<file path="config.mk">
export PLATFORM = sky130hd
export DESIGN_NAME = multimode_ff_bank
export DESIGN_NICKNAME = d
export VERILOG_FILES = /design/src/rtl/multimode_ff_bank.sv
export SDC_FILE = /design/constraint.sdc
export NUM_CORES = 1
export LEC_CHECK = 0
export CAP_MARGIN = 20
export CORE_MARGIN = 2
export CORE_UTILIZATION = 50
export DETAILED_ROUTE_END_ITERATION = 12
export PLACE_DENSITY = 0.86
export SLEW_MARGIN = 5
export SYNTH_ARGS = -nofsm -noshare
export SYNTH_HDL_FRONTEND = slang
export SYNTH_SLANG_ARGS = --single-unit
</file>
<file path="constraint.sdc">
create_clock -name clk -period 1.9 [get_ports clk]
set_input_delay 0.38 -clock clk [delete_from_list [all_inputs] [get_ports clk]]
set_output_delay 0.38 -clock clk [all_outputs]
set_load 0.03 [all_outputs]
</file>
<file path="src/rtl/multimode_ff_bank.sv">
// multimode_ff_bank: NCH channel registers with HOLD/D/JK/T writes,
// per-write change reporting and a sequenced bank-clear sweep.
module multimode_ff_bank #(
  parameter int               WIDTH     = 32,
  parameter int               NCH       = 4,
  parameter logic [WIDTH-1:0] RESET_VAL = '0
) (
  input  logic                    clk,
  input  logic                    reset_n,
  input  logic                    in_valid,
  output logic                    in_ready,
  input  logic [$clog2(NCH)-1:0]  in_ch,
  input  logic [1:0]              in_mode,
  input  logic [WIDTH-1:0]        in_a,
  input  logic [WIDTH-1:0]        in_b,
  input  logic                    clr_req,
  output logic                    clr_done,
  output logic [NCH*WIDTH-1:0]    q,
  output logic                    chg_valid,
  output logic [$clog2(NCH)-1:0]  chg_ch,
  output logic [WIDTH-1:0]        chg_mask,
  output logic                    err
);

  localparam int CW = $clog2(NCH);

  typedef enum logic {
    S_IDLE,
    S_CLEAR
  } state_t;

  state_t           state;
  state_t           state_nxt;
  logic [CW-1:0]    ptr;
  logic [CW-1:0]    ptr_nxt;
  logic             done_nxt;
  logic [WIDTH-1:0] regs [NCH];
  logic             accept;
  logic             in_range;
  logic [WIDTH-1:0] old_v;
  logic [WIDTH-1:0] new_v;

  assign in_ready = (state == S_IDLE);
  assign accept   = in_valid & in_ready;
  assign in_range = ({1'b0, in_ch} < (CW+1)'(NCH));

  // Old value of the addressed channel; zero when out of range.
  always_comb begin
    old_v = '0;
    for (int i = 0; i < NCH; i++) begin
      if (in_ch == CW'(i)) old_v = regs[i];
    end
  end

  always_comb begin
    new_v = old_v;
    unique case (in_mode)
      2'b00: new_v = old_v;
      2'b01: new_v = in_a;
      2'b10: new_v = (in_a & ~old_v) | (~in_b & old_v);
      2'b11: new_v = old_v ^ in_a;
      default: new_v = old_v;
    endcase
  end

  always_comb begin
    state_nxt = state;
    ptr_nxt   = ptr;
    done_nxt  = 1'b0;
    unique case (state)
      S_IDLE: begin
        if (clr_req) begin
          state_nxt = S_CLEAR;
          ptr_nxt   = '0;
        end
      end
      S_CLEAR: begin
        ptr_nxt = ptr + 1'b1;
        if (ptr == CW'(NCH-1)) begin
          state_nxt = S_IDLE;
          ptr_nxt   = '0;
          done_nxt  = 1'b1;
        end
      end
      default: state_nxt = S_IDLE;
    endcase
  end

  always_ff @(posedge clk or negedge reset_n) begin
    if (!reset_n) begin
      state    <= S_IDLE;
      ptr      <= '0;
      clr_done <= 1'b0;
    end else begin
      state    <= state_nxt;
      ptr      <= ptr_nxt;
      clr_done <= done_nxt;
    end
  end

  // Sweep and writes never overlap: accept is only possible in IDLE.
  always_ff @(posedge clk or negedge reset_n) begin
    if (!reset_n) begin
      for (int i = 0; i < NCH; i++) regs[i] <= RESET_VAL;
    end else begin
      for (int i = 0; i < NCH; i++) begin
        if (state == S_CLEAR && ptr == CW'(i))
          regs[i] <= RESET_VAL;
        else if (accept && in_ch == CW'(i))
          regs[i] <= new_v;
      end
    end
  end

  always_ff @(posedge clk or negedge reset_n) begin
    if (!reset_n) begin
      chg_valid <= 1'b0;
      chg_ch    <= '0;
      chg_mask  <= '0;
      err       <= 1'b0;
    end else begin
      chg_valid <= accept & in_range;
      err       <= accept & ~in_range;
      if (accept && in_range) begin
        chg_ch   <= in_ch;
        chg_mask <= old_v ^ new_v;
      end
    end
  end

  for (genvar g = 0; g < NCH; g++) begin : g_q
    assign q[g*WIDTH +: WIDTH] = regs[g];
  end

endmodule

</file>
==> flow_summary.toml <==
[placement]
place.gp.congestion = 0.8277
dp.cells = 1368
portBuffers = 236
dpl.hpwl_um = 21440
dp_worst_setup_slack_ns = -0.3594
dpl-instance-area_um2 = 12870

[yosys]
ys_warn_count = 0
synthTopCellsByCount = "dfrtp_1 (167), a22o_1 (124), a21oi_1 (99), mux2i_1 (64), clkbuf_1 (52)"
ys_seq_area_share_pct = 42.97
ys_seq_elements = 167
synth.area.top_cells = "dfrtp_1 (43%), a22o_1 (11%), mux4_2 (7.4%), mux2i_1 (6.6%), a21oi_1 (5.1%)"
syn_avg_cell_area_um2 = 11.22
synth_top_family_by_area = "compound AO/OA/AOI/OAI gates"
syn-cell-area_um2 = 9724
synthSimpleGateAreaFrac_pct = 4.323
yosysMostFrequentCell = "dfrtp_1"
yosys.area.top_type = "dfrtp_1"
synth_top_area_share_pct = 42.97
synth_fa_ha_area_share_pct = 0.5147
synthMuxAreaShare_pct = 17.70
synth_cells = 867
synth-async-reset-ratio_pct = 100.0
synth_enable_flop_cells = 0
syn_nets = 943
synth-compound-area-share_pct = 29.98
synth_top_flop_cell = "dfrtp_1"
synth.distinct_cells = 38
synth_xor_area_share_pct = 0

[floorplan]
start_util_pct = 50.46
ios = 238
die_area_um2 = 20580
coreArea_um2 = 19270
die_width_um = 143.5
die_h_um = 143.5
row_count = 51

[clocking]
clkLatencyLatePin_ns = 0.44
clkTransAtPathRegs_ns = 0.06
cts-root-buf = "clkbuf_16"
cts_made_buffers = 17
clockBufferDepth = 2
htree_levels = 4
cts_tree = "done"
cts_sinks = 167

[pwr]
p_leak_nw = 6.662
pwr_density_cell_nw_per_um2 = 1482
power_mw = 19.77
pwr-share-comb_pct = 50.9
p_clk_share_pct = 16.9
p_seq_share_pct = 32.2
ir_drop_mv = 0.8734
switching_share_pct = 44.97
power_switching_mw = 8.890
p_int_mw = 10.88

[sta]
timing.final.ws_setup_ns = 0.01290
timing.final.crit_share_pct = 99.32
timing_max_transition_violations_final = 0
fin_hold_ws_ns = 0.4023
setup-tns-final_ns = 0
worst_pin_slew_ns = 1.061
rsz0062_at_grt = "true"
setup_viol = 0
fin_worst_skew_ns = 0.009580
period_minus_slack_ns = 1.887
fmax_mhz = 529.9
slew_headroom_pct = 29.09
hold_viol_final = 0

[route]
drt-wirelength-per-cell_um = 23.39
drt_wl_total_um = 32740
viasPerCell = 6.606
dr_total_vias = 9249
drc = 0
drt_iter0_drc = 850
dr.pass1.iters = 5
ant_nets = 0

[global_route]
grt_pass1_wl_um = 50600
grt_usage_pct = 31.71
overflow = 0
grt_max_degree = 61
grt_antenna_before_repair = 1
grt_pass1_vias = 9179

[worst_setup_path]
crit_slowest_cell = "clkdlybuf4s50_1"
arrival_ns = 1.51
end_kind = "output pin"
critPathMaxFanout = 2
ff2ff_setup_slack_ns = 0.08
start_kind = "flop"
crit_path_cell_trace = "clkdlybuf4s50_1"
path_depth = 1
worstSetupPathType = "flop to output pin"
crit_buf_inv = 1
slowest_delay_ns = 0.70
reg2reg_depth = 4
cp_top_family = "buffers and inverters"
worstPathRequired_ns = 1.52

[layout]
area_growth_pct = 37.15
final_core_util_pct = 69.21
num_antenna_cells = 0
final_nets = 1201
drive_above_1_share_pct = 17.71
fillers = 1411
instances_no_fill = 1400
fin_area_um2 = 13340

[outcome]
status = "finished clean"

[worst_hold_path]
worstHoldPathType = "input port to asynchronous set/reset pin"

[run]
maxCapViolations = 0
final cells by class:
cell class / count / area [um2] / share of cell area (%)
clock inverter: 7 / 71.32 / 0.5348
inverter: 5 / 18.77 / 0.1407
multi-input combinational: 613 / 5224 / 39.17
tap: 265 / 331.6 / 2.486
timing repair buffer: 321 / 3027 / 22.69
clock buffer: 22 / 484.2 / 3.631
sequential: 167 / 4180 / 31.34
layer usage:
metal	track usage [%]	wire [um]
met1	41.45	12800
met2	50.68	15870
met3	8.031	3091
met4	12.90	964
met5	0	13
worst paths after layout:
kind                        startpoint      endpoint
setup / recovery           chg_mask[2]   chg_mask[2]
hold / removal                 reset_n        q[107]
setup reg to reg                ptr[0]         q[89]
hold reg to reg              chg_ch[1]     chg_ch[1]
max in group asynchronous      reset_n  chg_mask[26]
min in group clk              in_ch[0]     chg_ch[0]
power groups by stage:
stage / Combinational (mW) / Clock [mW] / Sequential (mW)
after global routing: 10.6 / 3.51 / 6.51
after CTS: 9.94 / 3.34 / 6.32
after detailed placement: 10.5 / 0 / 6.37
final: 10.1 / 3.34 / 6.37
after global placement: 10.2 / 0 / 6.35
after floorplan: 3.57 / 0 / 8.50
cell families (layout without fill, tap and decap cells):
group,Yosys count,after routing
compound gates,390,392
fa+ha+maj,4,4
flops,167,167
buf+inv,89,355
simple gates,88,88
mux,128,128
other cells,1,1
repair_timing:
item / in CTS / in global routing
hold buffers: 1 / 0
pin swaps: 1 / 3
cloned: 1 / 1
setup endpoints to repair: 131 / 88
buffers inserted: 0 / 0
resized for setup: 130 / 15
hold endpoints to repair: 26 / 0
flip-flops by register name, summed over array words and instances, names as in the netlist:
name and count:
chg_valid 1, state 1, clr_done 1, q 128, chg_mask 32, ptr 2
chg_ch 2
cell usage in the layout (no fill, tap or decap), types with 14 or more instances in the layout:
cell type | netlist | layout
dfrtp_1 | 167 | 166
dlygate4sd2_1 | 0 | 129
a22o_1 | 124 | 124
a21oi_1 | 99 | 96
clkdlybuf4s50_1 | 0 | 93
buf_4 | 10 | 71
mux2i_1 | 64 | 64
nand3_1 | 33 | 33
nor2_1 | 34 | 33
mux4_2 | 32 | 32
mux2_2 | 32 | 32
o221ai_1 | 32 | 32
a21o_1 | 32 | 32
a21boi_0 | 32 | 32
o22ai_1 | 32 | 32
o211a_1 | 31 | 31
clkbuf_16 | 0 | 17
buf_12 | 0 | 14
Note: power is estimated with default switching activity, not from simulation.
